[src/rtl/regfile_sb_if.sv]
// Register file access bus: one write port, two read ports, scoreboard set/query.
interface regfile_sb_if #(
   parameter int unsigned WIDTH  = 16,
   parameter int unsigned ADDR_W = 4
);
   logic              wen;
   logic [ADDR_W-1:0] selRd;
   logic [WIDTH-1:0]  rd;
   logic [ADDR_W-1:0] selRa;
   logic [ADDR_W-1:0] selRb;
   logic [WIDTH-1:0]  ra;
   logic [WIDTH-1:0]  rb;
   logic              busy_set;
   logic [ADDR_W-1:0] busy_sel;
   logic              busy_ra;
   logic              busy_rb;
   logic              busy_any;

   // Decode/write-back side drives requests and consumes read data.
   modport master (
      output wen, selRd, rd, selRa, selRb, busy_set, busy_sel,
      input  ra, rb, busy_ra, busy_rb, busy_any
   );

   // Register file side.
   modport slave (
      input  wen, selRd, rd, selRa, selRb, busy_set, busy_sel,
      output ra, rb, busy_ra, busy_rb, busy_any
   );
endinterface

[src/rtl/regfile_sb.sv]
// Parametrised register file with optional write-through bypass, optional
// hardwired-zero R0 and a per-register pending-write scoreboard.
module regfile_sb #(
   parameter int unsigned WIDTH    = 16,
   parameter int unsigned ADDR_W   = 4,
   parameter bit          ZERO_REG = 1'b0,
   parameter bit          BYPASS   = 1'b1
) (
   input logic          clk,
   input logic          rst,
   regfile_sb_if.slave  bus
);
   localparam int unsigned DEPTH = 2 ** ADDR_W;

   logic [WIDTH-1:0] r_mem [DEPTH];
   logic [DEPTH-1:0] r_pend;
   logic [DEPTH-1:0] w_pend_nxt;
   logic             w_wr_ok;
   logic             w_set_ok;
   logic             w_fwd_a;
   logic             w_fwd_b;
   logic             w_zero_a;
   logic             w_zero_b;

   // Qualify writes and scoreboard sets against the hardwired-zero register.
   always_comb begin
      w_wr_ok  = bus.wen      && !(ZERO_REG && (bus.selRd    == '0));
      w_set_ok = bus.busy_set && !(ZERO_REG && (bus.busy_sel == '0));
   end

   // Next pending state: a write clears, a new producer sets; set wins on collision.
   always_comb begin
      w_pend_nxt = r_pend;
      if (bus.wen)  w_pend_nxt[bus.selRd]    = 1'b0;
      if (w_set_ok) w_pend_nxt[bus.busy_sel] = 1'b1;
   end

   // Storage and scoreboard update; reset overrides any same-cycle write or set.
   always_ff @(posedge clk) begin
      if (rst) begin
         for (int unsigned i = 0; i < DEPTH; i++) r_mem[i] <= '0;
         r_pend <= '0;
      end else begin
         if (w_wr_ok) r_mem[bus.selRd] <= bus.rd;
         r_pend <= w_pend_nxt;
      end
   end

   // Read-port selection: zero register, then forwarded write data, then storage.
   always_comb begin
      w_zero_a = ZERO_REG && (bus.selRa == '0);
      w_zero_b = ZERO_REG && (bus.selRb == '0);
      w_fwd_a  = BYPASS && bus.wen && (bus.selRd == bus.selRa) && !rst;
      w_fwd_b  = BYPASS && bus.wen && (bus.selRd == bus.selRb) && !rst;
      bus.ra   = w_zero_a ? '0 : (w_fwd_a ? bus.rd : r_mem[bus.selRa]);
      bus.rb   = w_zero_b ? '0 : (w_fwd_b ? bus.rd : r_mem[bus.selRb]);
   end

   // Pending flags per read port, hidden while write data is being forwarded.
   always_comb begin
      bus.busy_ra  = r_pend[bus.selRa] &&
                     !(BYPASS && bus.wen && (bus.selRd == bus.selRa));
      bus.busy_rb  = r_pend[bus.selRb] &&
                     !(BYPASS && bus.wen && (bus.selRd == bus.selRb));
      bus.busy_any = |r_pend;
   end
endmodule

[src/flat_wrapper.sv]
// flat-port wrapper written by rule: the top's interface ports become plain ports
module regfile_sb_flat 
#(
   parameter int unsigned WIDTH    = 16,
   parameter int unsigned ADDR_W   = 4,
   parameter bit          ZERO_REG = 1'b0,
   parameter bit          BYPASS   = 1'b1
)
  (clk, rst, bus_wen, bus_selRd, bus_rd, bus_selRa, bus_selRb, bus_busy_set, bus_busy_sel, bus_ra, bus_rb, bus_busy_ra, bus_busy_rb, bus_busy_any);
  regfile_sb_if #(.WIDTH(WIDTH), .ADDR_W(ADDR_W)) bus_i ();
  input logic clk;
  input logic rst;
  input wire logic [$bits(bus_i.wen)-1:0] bus_wen;
  input wire logic [$bits(bus_i.selRd)-1:0] bus_selRd;
  input wire logic [$bits(bus_i.rd)-1:0] bus_rd;
  input wire logic [$bits(bus_i.selRa)-1:0] bus_selRa;
  input wire logic [$bits(bus_i.selRb)-1:0] bus_selRb;
  input wire logic [$bits(bus_i.busy_set)-1:0] bus_busy_set;
  input wire logic [$bits(bus_i.busy_sel)-1:0] bus_busy_sel;
  output wire logic [$bits(bus_i.ra)-1:0] bus_ra;
  output wire logic [$bits(bus_i.rb)-1:0] bus_rb;
  output wire logic [$bits(bus_i.busy_ra)-1:0] bus_busy_ra;
  output wire logic [$bits(bus_i.busy_rb)-1:0] bus_busy_rb;
  output wire logic [$bits(bus_i.busy_any)-1:0] bus_busy_any;
  assign bus_i.wen = bus_wen;
  assign bus_i.selRd = bus_selRd;
  assign bus_i.rd = bus_rd;
  assign bus_i.selRa = bus_selRa;
  assign bus_i.selRb = bus_selRb;
  assign bus_i.busy_set = bus_busy_set;
  assign bus_i.busy_sel = bus_busy_sel;
  assign bus_ra = bus_i.ra;
  assign bus_rb = bus_i.rb;
  assign bus_busy_ra = bus_i.busy_ra;
  assign bus_busy_rb = bus_i.busy_rb;
  assign bus_busy_any = bus_i.busy_any;
  regfile_sb #(.WIDTH(WIDTH), .ADDR_W(ADDR_W), .ZERO_REG(ZERO_REG), .BYPASS(BYPASS)) u_core (.clk(clk), .rst(rst), .bus(bus_i));
endmodule
[config.mk]
export PLATFORM = sky130hd
export DESIGN_NAME = regfile_sb_flat
export DESIGN_NICKNAME = d
export VERILOG_FILES = /design/src/rtl/regfile_sb_if.sv /design/src/rtl/regfile_sb.sv /design/src/flat_wrapper.sv
export SDC_FILE = /design/constraint.sdc
export NUM_CORES = 1
export LEC_CHECK = 0
export ABC_AREA = 1
export BUFFER_PORTS_ARGS = -buffer_cell sky130_fd_sc_hd__buf_2
export CELL_PAD_IN_SITES_DETAIL_PLACEMENT = 1
export CELL_PAD_IN_SITES_GLOBAL_PLACEMENT = 1
export CORE_MARGIN = 2
export CORE_UTILIZATION = 51
export CTS_BUF_LIST = sky130_fd_sc_hd__clkbuf_8
export CTS_CLUSTER_SIZE = 12
export DETAILED_ROUTE_END_ITERATION = 10
export PLACE_DENSITY_LB_ADDON = 0.1
export SLEW_MARGIN = 15
export SYNTH_ARGS = -nofsm -noshare
export SYNTH_HDL_FRONTEND = slang
export SYNTH_SLANG_ARGS = --single-unit
[constraint.sdc]
create_clock -name clk -period 5.2 [get_ports clk]
set_input_delay 1.04 -clock clk [delete_from_list [all_inputs] [get_ports clk]]
set_output_delay 1.04 -clock clk [all_outputs]
set_load 0.01 [all_outputs]
Word level (Yosys, flattened, before mapping)
Memory sizes are Yosys's and may differ from the RTL's.
Cells that the tools add are included.
{ "word_totals": {"register_bits": 16, "mem_bits_rw": 256, "out_inout_bits": 35, "word_cells": 46, "n_memories": 1} }
{ "classes": {"order_cmp": 6, "n_eq_ne": 2, "mux": 20, "bitwise": 3, "reduce_logical": 13} }
{ "memory_table": {"columns": ["name", "depth", "word_bits", "rd", "rd_ports_with_merged_regs", "wr", "line_no", "source"], "rows": [
  ["u_core.r_mem", 16, 16, 2, 0, 16, "regfile_sb.sv:15", "logic [WIDTH-1:0] r_mem [DEPTH];"]
]} }
{ "ops": {"columns": ["op", "count"], "rows": [
  ["2-to-1 mux 16 bit", 5],
  ["OR reduction 16 bit", 2],
  ["less-than comparator 4 x 5 -> 1 bit, second input constant", 4],
  ["AND 16 bit", 1],
  ["NOT 16 bit", 1],
  ["OR 16 bit", 1],
  ["2-to-1 mux 1 bit", 10],
  ["binary-select mux 1 bit (select 4 bit)", 2],
  ["demux 1 bit (select 4 bit)", 2],
  ["== test 4 bit", 2],
  ["greater-or-equal comparator 4 x 1 -> 1 bit, second input constant", 2],
  ["logical AND 1 bit", 8],
  ["2-to-1 mux 4 bit", 1],
  ["logical NOT 1 bit", 3]
]} }

Depth between registers and ports, before layout
{ "logic_depth": {"word_depth": 9, "depth_mapped": 11, "ltp_nobuf": 8} }

Least setup slack after synthesis
No wires, ideal clock.
{ "synth_path": {"path_type": "input to output", "from": "input port bus_selRb[0]", "to": "output port bus_busy_rb", "arrival_ns": 2.041, "t_required_ns": 4.160, "path_slack_ns": 2.119, "stages": 11, "path_buffers": 3, "path_cell_list": "buf_2 > inv_2 > buf_2 > buf_4 > nand2_1 > nand3_1 > nand3_1 > nand2_1 > nand2_1 > nand2_1 > nor2_1"} }
{ "synth_via": {"elab_chain_cells": 4} }
{ "synth_rtl": {"columns": ["item", "line_no", "source"], "rows": [
  ["from (decl)", "flat_wrapper.sv:17", "input wire logic [$bits(bus_i.selRb)-1:0] bus_selRb;"],
  ["branches (longest 3 deep; another with binary-select mux 1 bit (select 4 bit))", null, null],
  ["logical AND 1 bit *", "regfile_sb.sv:63", "bus.busy_rb = r_pend[bus.selRb] &&"],
  ["to (decl)", "flat_wrapper.sv:23", "output wire logic [$bits(bus_i.busy_rb)-1:0] bus_busy_rb;"]
]} }
Every way passes the cells marked *. The select of a mux whose other input is x is not followed.

Worst setup path after layout
{ "layout_path": {"from": "input port bus_selRa[0]", "to": "output port bus_ra[11]"} }
{ "layout_via": {"elab_chain_cells": 4} }
{ "layout_rtl": {"columns": ["item", "line_no", "source"], "rows": [
  ["from (decl)", "flat_wrapper.sv:16", "input wire logic [$bits(bus_i.selRa)-1:0] bus_selRa;"],
  ["branches (longest 3 deep; another with memory read (16 x 16 bit))", null, null],
  ["2-to-1 mux 16 bit *", "regfile_sb.sv:55", "bus.ra = w_zero_a ? '0 : (w_fwd_a ? bus.rd : r_mem[bus.selRa]);"],
  ["to (decl)", "flat_wrapper.sv:20", "output wire logic [$bits(bus_i.ra)-1:0] bus_ra;"]
]} }
Every way passes the cells marked *.

==> qor.txt <==
Fmax = 235 MHz
worst-margin pin slew = 1.25 ns
yosys warns = 0
Worst EP arrival = 3.21 ns
pins over their slew limit = 0
Post-Route WL = 65.2 mm
critical path startpoint = bus_selRa[0]
Bufs on Longest Clock Path = 3
fin crit share = 0.817
final core utilization = 0.559
via-per-instance ratio = 6.15
drt first pass iters = 5
Layout fillers = 4,067
LEAKAGE = 8.46 nW
pin count of the biggest net entering global routing = 144
total gr overflow = 0
Die H = 184 µm
layout cells sized above 1 = 0.0829
final hold violations = 0
area delta synth->final = 7.40%
Rel. slew slack = 0.161
Root Buffer = clkbuf_8
RePlAce Congestion = 0.923
CTS resizes = 0
initial antenna violation count = 1
post-route setup TNS = 0 ns
Hold-fix buffers, CTS = 0
WP data required = 4.16 ns
r2r worst-path depth = 2
mapped cell area = 16,500 µm²
Worst Skew = 0 ns
Detail Route Antenna Nets = 0
Netlist cell types = 22
largest cells by area after synthesis = edfxtp_1 47%, nand2_1 15%, nand3_1 14%
fin crit period = 4.25 ns
clock net sink count = 272
largest area contributor in the netlist = edfxtp_1
crit path max fanout = 69
Max Cap Violations = 0
commonest non-fill, non-tap cell in the layout = nand2_1
nature of the critical path startpoint = input pin
vias in the first global route = 17,000
IO buf count = 70
final setup vio count = 0
H-tree lvl count = 2
proportion of netlist area held by the largest area contributor = 0.466
global-route wire length before repair = 98.3 mm
RSZ-0062 raised after global routing = no
CTS tree = done
worst flop-to-flop path startpoint = u_core.r_pend[3]
outcome = finished clean
GRT busiest layer = met2
reg2reg end = u_core.r_pend[3]
Final HPWL DP = 38.9 mm
Pwr Density = 303 nW/µm²
cell count after synthesis = 2,256
Die W = 184 µm
Hold WC Path Type = flip-flop to flip-flop
Worst Path Class, Setup = input pin to primary output
met1 GRT Util = 0.489
post-DR wirelength/cell = 24.3 µm
crit path to = bus_ra[11]
Worst R2R Setup Slack = 4.51 ns
commonest cells after routing, fill and taps aside = 674 x nand2_1, 473 x nand3_1, 312 x inv_1
clk_lat worst skew = 0.59 ns
I/O pin count = 71
flop and latch count out of synthesis = 272
Syn Area/Cell = 7.32 µm²
DRC errors left = 0
CTS clk-pin slew, worst paths = 0.06 ns
M3 GR Usage = 0.0636
sequential fraction of the synthesis area = 0.485
Std-Cell Rows = 65
DIE AREA = 33,800 µm²
CP endpoint kind = primary output
core area = 31,700 µm²
GRT Total Usage = 0.388
total number of vias = 16,500
Initial Util = 0.521
IR drop worst, VDD = 0.202 mV
Net Count, Synth = 2,292
DRT iter0 DRCs = 1,896
nets@finish = 2,281
grt met2 use = 0.632
post-CTS setup buffer count = 0
CTS Buf Count = 50
-- critical path, stage by stage --
cell and delay (ns):
buf_4 0.37, buf_4 0.78, nand2_1 0.19, nand3_1 0.14, nand3_1 0.11, nand3_1 0.10
nand2_1 0.11, nand2_1 0.09, nand2_1 0.07, buf_2 0.14
-- stage by stage --
stage | hold slack [ns] | setup slack, ns | instances | instance area, µm² | power (mW)
2_1_floorplan | 0.474 | 2.12 | 2256 | 16500 | 3.15
3_3_place_gp | 0.495 | 1.16 | 2595 | 16900 | 3.44
3_5_place_dp | 0.512 | 1.10 | 2595 | 16900 | 3.48
4_1_cts | 0.525 | 1.07 | 2681 | 17700 | 5.34
5_1_grt | 0.561 | 0.897 | 2681 | 17700 | 5.53
6_report | 0.529 | 0.952 | 2682 | 17700 | 5.37
-- cell usage after synthesis --
cell,n
nand2_1,674
nand3_1,473
inv_1,292
nor2_1,276
edfxtp_1,256
buf_2,77
clkbuf_1,37
nand4_1,33
inv_2,27
buf_1,25
buf_4,17
dfxtp_1,16
o22ai_1,13
o211ai_1,11
o21ai_0,6
a21oi_1,5
nand3_2,5
nor4_1,5
buf_6,2
nand3_4,2
nor2_8,2
o211ai_2,2
-- sequential cells by signal (all words and copies together) (netlist names) --
signal         flops
u_core.r_mem     256
u_core.r_pend     16
-- per-layer routing --
metal	vias up	routed length, µm
met5	-	0
met2	1037	29700
met1	7983	25200
met3	260	6480
met4	0	3810
li1	7207	-
-- worst min path at each step --
stage	depth (start not counted)	slack, ns	startpoint	end
floorplan	2	0.47	u_core.r_pend[10]	u_core.r_pend[10]
global placement	2	0.50	u_core.r_pend[13]	u_core.r_pend[13]
detailed placement	2	0.51	u_core.r_pend[7]	u_core.r_pend[7]
CTS	2	0.52	u_core.r_pend[7]	u_core.r_pend[7]
global route	2	0.56	u_core.r_pend[10]	u_core.r_pend[10]
finish	2	0.53	u_core.r_pend[7]	u_core.r_pend[7]
-- layout make-up --
class,instances,area [µm²],share of cell area
Timing Repair Buffer,95,606,0.0341
Clock buffer,55,757,0.0427
Sequential cell,272,8010,0.451
Clock inverter,31,118,0.00663
Inverter,319,1200,0.0678
Tap cell,402,503,0.0284
Antenna cell,1,2.50,0.000141
Multi-Input combinational cell,1507,6540,0.369
-- report_power, final --
part | internal, mW | switching [mW] | total [mW]
combinational | 0.230 | 0.683 | 0.913
clock | 0.955 | 0.946 | 1.90
sequential | 2.52 | 0.0365 | 2.55
total | 3.70 | 1.67 | 5.37
-- cell families after synthesis --
group,after synthesis,synth area share
AND/OR/NAND/NOR,1470,0.381
buffers and inverters,477,0.119
AO/OA/AOI/OAI,37,0.0148
flip-flops,272,0.485
No activity file was read; power rests on OpenSTA's default activity.
